**config.mk**
```make
export PLATFORM = sky130hd
export DESIGN_NAME = dram_async_edgelogic_flt
export DESIGN_NICKNAME = d
export VERILOG_FILES = /design/src/rtl/dram_async_edgelogic_flt.sv
export SDC_FILE = /design/constraint.sdc
export NUM_CORES = 1
export LEC_CHECK = 0
export CAP_MARGIN = 15
export CORE_ASPECT_RATIO = 0.8
export CORE_MARGIN = 2
export CORE_UTILIZATION = 50
export DETAILED_ROUTE_END_ITERATION = 6
export MAX_ROUTING_LAYER = met4
export PLACE_DENSITY_LB_ADDON = 0.25
export SYNTH_ARGS = -nofsm -noshare
export SYNTH_HDL_FRONTEND = slang
export SYNTH_SLANG_ARGS = --single-unit
```
**constraint.sdc**
```tcl
create_clock -name clk -period 1.2 [get_ports clk]
set_input_delay 0.12 -clock clk [delete_from_list [all_inputs] [get_ports clk]]
set_output_delay 0.12 -clock clk [all_outputs]
set_load 0.02 [all_outputs]
```
**src/rtl/dram_async_edgelogic_flt.sv**
```systemverilog
// Hold-qualified driver for DRAM async pads: each channel registers a new pad level,
// then ignores further requests until that level has been on the pad for MIN_HOLD cycles.
module dram_async_edgelogic_flt #(
  parameter int                WIDTH    = 4,
  parameter int                MIN_HOLD = 3,
  parameter logic [WIDTH-1:0]  RST_VAL  = '0
) (
  input  logic             clk,
  input  logic             rst_l,
  input  logic [WIDTH-1:0] data,
  input  logic             bypass,
  output logic [WIDTH-1:0] to_pad,
  output logic [WIDTH-1:0] hold_busy
);

  localparam int             CNT_W    = $clog2(MIN_HOLD + 1);
  localparam logic [CNT_W-1:0] CNT_LOAD = CNT_W'(MIN_HOLD - 1);
  localparam logic [CNT_W-1:0] CNT_ONE  = CNT_W'(1);
  localparam bit             USE_HOLD = (MIN_HOLD > 1);

  typedef enum logic {
    IDLE = 1'b0,
    HOLD = 1'b1
  } state_t;

  logic [WIDTH-1:0] q;

  for (genvar gi = 0; gi < WIDTH; gi++) begin : g_ch
    state_t           state;
    logic [CNT_W-1:0] cnt;
    logic             q_bit;
    logic             busy;

    always_ff @(posedge clk) begin
      if (!rst_l) begin
        q_bit <= RST_VAL[gi];
        cnt   <= '0;
        state <= IDLE;
        busy  <= 1'b0;
      end else begin
        case (state)
          IDLE: begin
            if (data[gi] != q_bit) begin
              q_bit <= data[gi];
              cnt   <= CNT_LOAD;
              state <= USE_HOLD ? HOLD : IDLE;
              busy  <= USE_HOLD;
            end
          end
          HOLD: begin
            // Requests are ignored here; the counter saturates at zero on the exit edge.
            cnt <= (cnt != '0) ? cnt - CNT_ONE : '0;
            if (cnt <= CNT_ONE) begin
              state <= IDLE;
              busy  <= 1'b0;
            end
          end
          default: begin
            state <= IDLE;
            busy  <= 1'b0;
            cnt   <= '0;
          end
        endcase
      end
    end

    assign q[gi]         = q_bit;
    assign hold_busy[gi] = busy;
  end

  // Bypass is a pure output mux so it stays transparent even while reset is held.
  assign to_pad = bypass ? data : q;

endmodule

```
==> impl_metrics.json <==
{
  "power_frac_comb_pct": 21.8,
  "synthesis.area_sq_um": 893.4,
  "yosys.area_share.simple_pct": 12.32,
  "leakagePower_nw": 0.5192,
  "firstDrtPassIters": 2,
  "gr-total-overflow": 0,
  "fmax_mhz": 860.6,
  "clkTransAtPathRegs_ps": 120,
  "cts_buffer_depth": 2,
  "portBuffers": 14,
  "area_delta_synth_final_pct": 29.69,
  "grt_usage_pct": 17.81,
  "critPathRequiredTime_ps": 1080,
  "slew_headroom_pct": 78.93,
  "io-pin-count": 15,
  "crit_path_end_kind": "output port",
  "clk_latency_ps": 310,
  "grt_pass1_vias": 631,
  "crit_path_max_fanout": 2,
  "ys_ff_latch": 20,
  "fin_total_pwr_mw": 1.751,
  "synthDominantCellAreaShare_pct": 44.82,
  "setup_violations": 0,
  "final_common_cell": "dfxtp_1",
  "grt_max_degree": 17,
  "drv_slew": 0,
  "hold_viol": 0,
  "drt_wl_total_um": 1560,
  "synth_area_leader_cell": "dfxtp_1",
  "wl_per_cell_um": 12.09,
  "max_cap_viol_count": 0,
  "rr_worst_depth": 4,
  "synth_top_family_by_area": "compound AO/OA/AOI/OAI gates",
  "switching_share_pct": 26.45,
  "post-route-util_pct": 69.83,
  "pwr-share-seq_pct": 46.7,
  "fin_cells": 129,
  "period_share_pct": 96.84,
  "antenna_cells": 0,
  "skew_ps": 7.196,
  "dieArea_sq_um": 2143,
  "final_layout_size_suffix_gt1_share_pct": 32.71,
  "setup_ws_ps": 37.95,
  "cts_root_buffer": "clkbuf_4",
  "syn_inst": 83,
  "die_width_um": 51.26,
  "syn_nets": 90,
  "die_h_um": 41.81,
  "pwr-share-clk_pct": 31.6,
  "routed_via_density": 5.287,
  "gp_congestion": 0.7360,
  "nNetsFinal": 115,
  "antenna_found_initial": 0,
  "num_vias": 682,
  "intPower_mw": 1.288,
  "place_inst": 125,
  "row_count": 13,
  "synth_area_leaders": "dfxtp_1 (45%), a221oi_2 (6.7%), mux2_2 (5.0%)",
  "cts.htree.levels": 1,
  "critical_path_class": "register to output port",
  "grt_first_pass_wirelength_um": 2718,
  "drc": 0,
  "syn_avg_cell_area_sq_um": 10.76,
  "ys_types": 17,
  "yosys_warnings": 0,
  "initial_core_util_pct": 53.85,
  "fillers": 146,
  "clkSinkCount": 20,
  "startpoint_type": "register",
  "ir_drop_mv": 1.314,
  "ant_nets": 0,
  "synth_xor_area_share_pct": 5.602,
  "core_area_sq_um": 1659,
  "worstHoldPathType": "register to register",
  "hold_depth": 2,
  "status": "finished, final reports clean",
  "grt_setup_unrepaired": "true",
  "tightest_slew_ps": 315.6,
  "synth-compound-area-share_pct": 18.49,
  "power.density_nw_per_um2": 1511,
  "layout_common_cells": "dfxtp_1 (16), buf_4 (12), nand2_1 (8), inv_1 (8)",
  "arrival_ps": 1040,
  "post-dp-hpwl_um": 1150,
  "synth-adder-area-share_pct": 0,
  "numCtsBuffers": 3,
  "power_switching_mw": 0.4631,
  "dp_slack_ps": -561.1,
  "period_minus_slack_ps": 1162,
  "fin_hold_ws_ps": 468.7,
  "postCtsHoldBufs": 0,
  "synth_mux_area_share_pct": 9.524,
  "cts_tree": "yes",
  "ys_seq_area_share_pct": 44.82,
  "drt_iter0_drc": 6
}
## worst paths after layout
| kind | startpoint | end | slack [ps] |
|---|---|---|---|
| max | g_ch[0].q_bit$_SDFFE_PN0P_ | to_pad[0] | 40 |
| min | g_ch[2].busy$_SDFFE_PN0P_ | g_ch[2].busy$_SDFFE_PN0P_ | 470 |
| max reg2reg | g_ch[2].q_bit$_SDFFE_PN0P_ | g_ch[2].cnt[0]$_SDFFE_PN0P_ | 150 |
| min reg2reg | g_ch[2].busy$_SDFFE_PN0P_ | g_ch[2].busy$_SDFFE_PN0P_ | 470 |
## synthesized netlist by cell type
| master | number |
|---|---|
| dfxtp_1 | 20 |
| inv_1 | 8 |
| nand2_1 | 8 |
| buf_4 | 5 |
| a211oi_1 | 4 |
| a221oi_2 | 4 |
| a41o_1 | 4 |
| and4b_1 | 4 |
| mux2_2 | 4 |
| mux2i_1 | 4 |
| nor2_1 | 4 |
| nor2b_1 | 4 |
| o32ai_1 | 4 |
| xnor2_1 | 2 |
| xnor2_2 | 2 |
| buf_6 | 1 |
| inv_2 | 1 |
## worst max-delay path: stages (launching register included)
cell	delay, ps
dfxtp_2	340
mux2_2	260
buf_6	130
## layer usage
layer	global-route usage, %	part of all wire, %
met5	-	0
met4	4.737	1.0
met3	7.914	4.6
met2	29.61	52
met1	19.37	42
## registers in the layout, indices dropped and copies added, names as in the netlist
| register | flops |
|---|---|
| g_ch.busy | 4 |
| g_ch.state | 4 |
| g_ch.cnt | 8 |
| g_ch.q_bit | 4 |
## power by group through the flow
stage	Sequential [mW]	Clock [mW]	Combinational (mW)
floorplan	0.820	0	0.263
global placement	0.826	0	0.386
detailed placement	0.832	0	0.395
CTS	0.816	0.572	0.367
global route	0.832	0.592	0.414
finish	0.817	0.553	0.381
## through the flow
| step | instance area [sq um] | setup TNS (ps) |
|---|---|---|
| after floorplan | 893.4 | 0 |
| after global placement | 1102 | -2464 |
| after detailed placement | 1102 | -2756 |
| after CTS | 1129 | 0 |
| after global routing | 1159 | -13.39 |
| final | 1159 | 0 |
## final cells by class
| cell class | instances | area, sq um | area share (%) |
|---|---|---|---|
| clock inverter | 1 | 30.03 | 2.592 |
| inverter | 9 | 33.78 | 2.916 |
| tap | 22 | 27.53 | 2.376 |
| clock buffer | 3 | 22.52 | 1.944 |
| timing repair buffer | 26 | 229.0 | 19.76 |
| multi-input combinational | 48 | 410.4 | 35.42 |
| sequential | 20 | 405.4 | 34.99 |
## cell families after synthesis
kind of cell | after synthesis
and+or+nand+nor | 20
buffers and inverters | 15
DFF | 20
xor gates and xnor gates | 4
AOI/OAI and AO/OA | 16
muxes | 8
## repair_timing
action	4_1_cts	5_1_grt
setup endpoints to repair	8	4
resized for setup	21	12
cloned	0	0
endpoints found under the hold margin	0	0
setup buffers	0	0
No activity file was read; power rests on OpenSTA's default activity.
==> variant 1: new RTL, config.mk and constraints unchanged <==
Set the parameter `WIDTH` to 5 (it was 4).
--- a/src/rtl/dram_async_edgelogic_flt.sv
+++ b/src/rtl/dram_async_edgelogic_flt.sv
@@ -2,5 +2,5 @@
 // then ignores further requests until that level has been on the pad for MIN_HOLD cycles.
 module dram_async_edgelogic_flt #(
-  parameter int                WIDTH    = 4,
+  parameter int                WIDTH    = 5,
   parameter int                MIN_HOLD = 3,
   parameter logic [WIDTH-1:0]  RST_VAL  = '0
Interface: changed (resized data, hold_busy and to_pad); port bits go from 15 to 18. The function was not compared with the original's and may differ.
==> variant 1 against the original RTL <==
  * Synthesized area increased by 31%
  * Total power grew 8.7%
  * Sequential cell count is 5 higher
  * Cell area grew 26%
  * Wire length rose by 35%
  * Synthesized cell count up 25%
  * Global-route usage fell by 0.92 points
  * Hold slack gained 0.015 ns
  * Setup slack worse by 0.022 ns
  * Die area up 28%
  * Count of clock-buffer cells in the layout unchanged
  * Critical path type unchanged
==> variant 1: results (changes against the original RTL) <==
Placed Instance Area 1420 sq um (+29%); Worst-Margin Slew 0.448 ns (+0.133 ns); Synth top cells by count dfxtp_1, inv_1, nand2_1; Post-Place Worst Slack -0.525 ns (+0.0360 ns); number of global-route vias before repair 809 (+28%); hold slack 0.484 ns (+0.0153 ns); DP Cell Count 152 (+22%); status complete, no violations; compound-gate portion of the synthesized area 20.9% (+2.4 points); max reg flops 10 (+2); # fillers 183 (+25%); maximum vdd ir drop 0.000924 V (-30%); Worst EP arrival 1.06 ns (+0.02 ns); multiplexer share of the synthesized area 9.09% (-0.43 points); layout cell share with drive strength beyond 1 37.1% (+4.4 points); total track usage 16.9% (-0.92 points); gp weighted congestion 0.728 (-1.2%); PD cells 1310 nW/um^2 (-14%); clock slew at reported path FFs 0.14 ns (+0.02 ns); DRT Wirelength 2110 um (+35%); drt pass-1 iters 4 (+2); post-synthesis sequential area ratio 42.8% (-2.0 points); largest cells by area after synthesis dfxtp_1, o32ai_2, xnor2_2, a221oi_2, mux2_2; Critical Path Start g_ch[1].q_bit$_SDFFE_PN0P_; net count after synthesis 112 (+24%); Setup Skew 0.0105 ns (+0.00333 ns)
[variant 1: cell count changes after synthesis, moves of 3 or more]
cell | unedited run | this run
dfxtp_1 | 20 | 25
o32ai_1 | 4 | 0
o32ai_2 | 0 | 5
xnor2_2 | 2 | 5
[variant 1: per-layer routing]
metal,track usage (%),vias up,part of all wire [%]
met3,5.23,2,4.1
li1,-,427,-
met4,7.91,0,0.71
met5,-,-,0
met2,30.5,13,52
met1,17.2,409,43
[variant 1: path summary, 6_finish.rpt]
kind / end / cells past startpoint / slack (ns)
setup / recovery: to_pad[1] / 2 / 0.02
hold / removal: g_ch[4].busy$_SDFFE_PN0P_ / 2 / 0.48
setup reg to reg: g_ch[1].cnt[0]$_SDFFE_PN0P_ / 4 / 0.07
hold reg to reg: g_ch[4].busy$_SDFFE_PN0P_ / 2 / 0.48
[variant 1: where the power goes]
part | internal (uW) | total, uW | leakage, uW | switching [uW]
combinational | 269 | 511 | 0.000434 | 242
sequential | 933 | 1030 | 0.000208 | 92.8
clock | 125 | 368 | 0.0000177 | 243
total | 1330 | 1900 | 0.000660 | 578
[variant 1: cell type report]
type	count	area share, %
multi-input combinational	60	39.3
sequential	25	34.7
timing repair buffer	32	19.1
inverter	11	2.83
tap	25	2.15
clock buffer	3	1.55
clock inverter	1	0.343
[variant 1: kinds of logic after synthesis]
family / after synthesis
mux: 10
buf+inv: 19
simple gates: 25
flops: 25
compound gates: 20
xor+xnor: 5
[variant 1: what timing repair did]
item	4_1_cts	5_1_grt
pin swaps	0	0
endpoints found under the setup margin	10	4
resized for setup	30	10
buffers inserted	0	1
hold buffers	0	0
[variant 1: tightest hold or removal path, stage by stage, from the launching register on]
cell and delay [ns]:
dfxtp_1 0.33, nand2_1 0.06, o32ai_2 0.06
==> variant 2: new RTL, same settings <==
Made on the original files. Put a register stage on the output `to_pad`, with the module's reset. The value now appears one clock later. The other outputs are not delayed to match.
--- a/src/rtl/dram_async_edgelogic_flt.sv
+++ b/src/rtl/dram_async_edgelogic_flt.sv
@@ -70,5 +70,11 @@
 
   // Bypass is a pure output mux so it stays transparent even while reset is held.
-  assign to_pad = bypass ? data : q;
+  always_ff @(posedge clk) begin
+    if (!rst_l) begin
+      to_pad <= '0;
+    end else begin
+      to_pad <= bypass ? data : q;
+    end
+  end
 
 endmodule
Behaviour: not the same (Yosys sat finds a counterexample within 4 cycles, from zero or initial values and one cycle with rst_l low).
==> variant 2 against the original RTL <==
  * Setup slack gained 0.038 ns
  * Via count grew 5.4%
  * Synthesized area grew 13%
  * Cell area grew 6.2%
  * Total power grew 7.7%
  * Cell count grew 5.4%
  * Critical endpoint is now hold_busy[3]
  * Count of clock-buffer cells in the layout is the same
  * Sequential cell count grew 4
  * Wire length grew 5.8%
==> variant 2: results (changes against the original RTL) <==
largest net degree at the start of global routing 18 (+1); largest cells by area after synthesis dfxtp_1, mux2i_1, xnor2_2, a221oi_2, a41o_1; DRT iter0 DRCs 4 (-2); antenna violations before repair 0 (unchanged); ys flop type dfxtp_1; largest register by flop count g_ch.cnt; max reg flops 8 (unchanged); total track usage 18.1% (+0.31 points); number of global-route vias before repair 701 (+11%); net count after synthesis 100 (+11%); port bufs 14 (unchanged); cells after synthesis 93 (+12%); worst-path fanout max 2 (unchanged); Synth top cells by count dfxtp_1, inv_1, mux2i_1, nand2_1, nor2_1; NumNets Final 120 (+4.3%); maximum vdd ir drop 0.000997 V (-24%); # diodes 0 (unchanged); Cell variety after synth 17 (unchanged); total number of vias 719 (+5.4%); clock slew at reported path FFs 0.14 ns (+0.02 ns); Synth async-reset ratio 0% (unchanged); Setup crit start kind register; DP Cell Count 132 (+5.6%); min-delay worst type register to register; Final Hold Fails 0 (unchanged); drt pass-1 iters 4 (+2); CTS Buf Count 3 (unchanged); Leakage Power 0.000562 uW (+8.2%); Via density 5.29 (about the same); clock latency on the worst-skew pair 0.32 ns; Largest stage delay, worst path 0.35 ns; H-Tree Depth 1 (unchanged); Critical Path Start g_ch[3].busy$_SDFFE_PN0P_; critical path's top delay family flip-flops; Worst EP arrival 1.00 ns (-0.04 ns); gp weighted congestion 0.761 (+3.4%); status complete, no violations; first-pass GRT wire length 3050 um (+12%); synth warn 0 (unchanged); HP Start g_ch[2].busy$_SDFFE_PN0P_; layout cell share with drive strength beyond 1 19.6% (-13 points); DR WL/cell 12.1 um (+0.33%); CTS Root Cell clkbuf_4; CP max stage cell dfxtp_1; RR Startpoint g_ch[2].state$_SDFF_PN0_; Detail Placement HPWL 1190 um (+3.2%); Worst slew margin 77.6% (-1.3 points); Max clock buf depth 2 (unchanged); post-synthesis sequential area ratio 47.5% (+2.7 points); Setup Skew 0.0191 ns (+0.0119 ns)
## variant 2: logic make-up after synthesis
logic type | count (synthesis) | share of synthesized area, %
xor gates and xnor gates | 4 | 6.44
buffers and inverters | 17 | 9.40
muxes | 8 | 7.92
and+or+nand+nor | 24 | 12.4
DFF | 24 | 47.5
AOI/OAI and AO/OA | 16 | 16.3
## variant 2: final timing paths
check,slack (ns),depth (start not counted),end
worst max-delay path,0.08,1,hold_busy[3]
worst min-delay path,0.47,2,g_ch[2].busy$_SDFFE_PN0P_
worst max register to register,0.26,2,g_ch[2].cnt[0]$_SDFFE_PN0P_
worst min register to register,0.47,2,g_ch[2].busy$_SDFFE_PN0P_
## variant 2: area by class of cell
cell class	count	area, sq um
clock buffer	3	22.5
clock inverter	1	30.0
fill	163	662
inverter	9	33.8
multi-input combinational	52	435
sequential	24	480
tap	24	30.0
timing repair buffer	23	198
## variant 2: power breakdown
part           internal [uW]  switching, uW  leakage, uW
clock network            338            242    0.0000279
logic                    174            163     0.000335
registers                886           83.9     0.000199
total                   1400            489     0.000562
## variant 2: through the flow
step / util, % / instance area (sq um) / setup WS (ns) / total power, uW
2_1_floorplan: - / 1010 / 0.372 / 1240
3_3_place_gp: 62.8 / 1190 / -0.0393 / 1340
3_5_place_dp: 62.8 / 1190 / -0.0670 / 1350
4_1_cts: 65.0 / 1230 / 0.0638 / 1910
5_1_grt: 65.0 / 1230 / 0.000489 / 1980
6_report: 65.0 / 1230 / 0.0762 / 1890
## variant 2: layer usage
layer	global-route usage, %	wire length (um)
met3	7.09	68
met4	5.00	13
met5	-	0
met2	28.0	768
met1	22.0	799
## variant 2: what timing repair did
| item | in CTS | in global routing |
|---|---|---|
| setup endpoints to repair | 8 | 0 |
| buffers inserted | 0 | 0 |
| gates resized for setup | 8 | 0 |
| hold buffers | 0 | 0 |
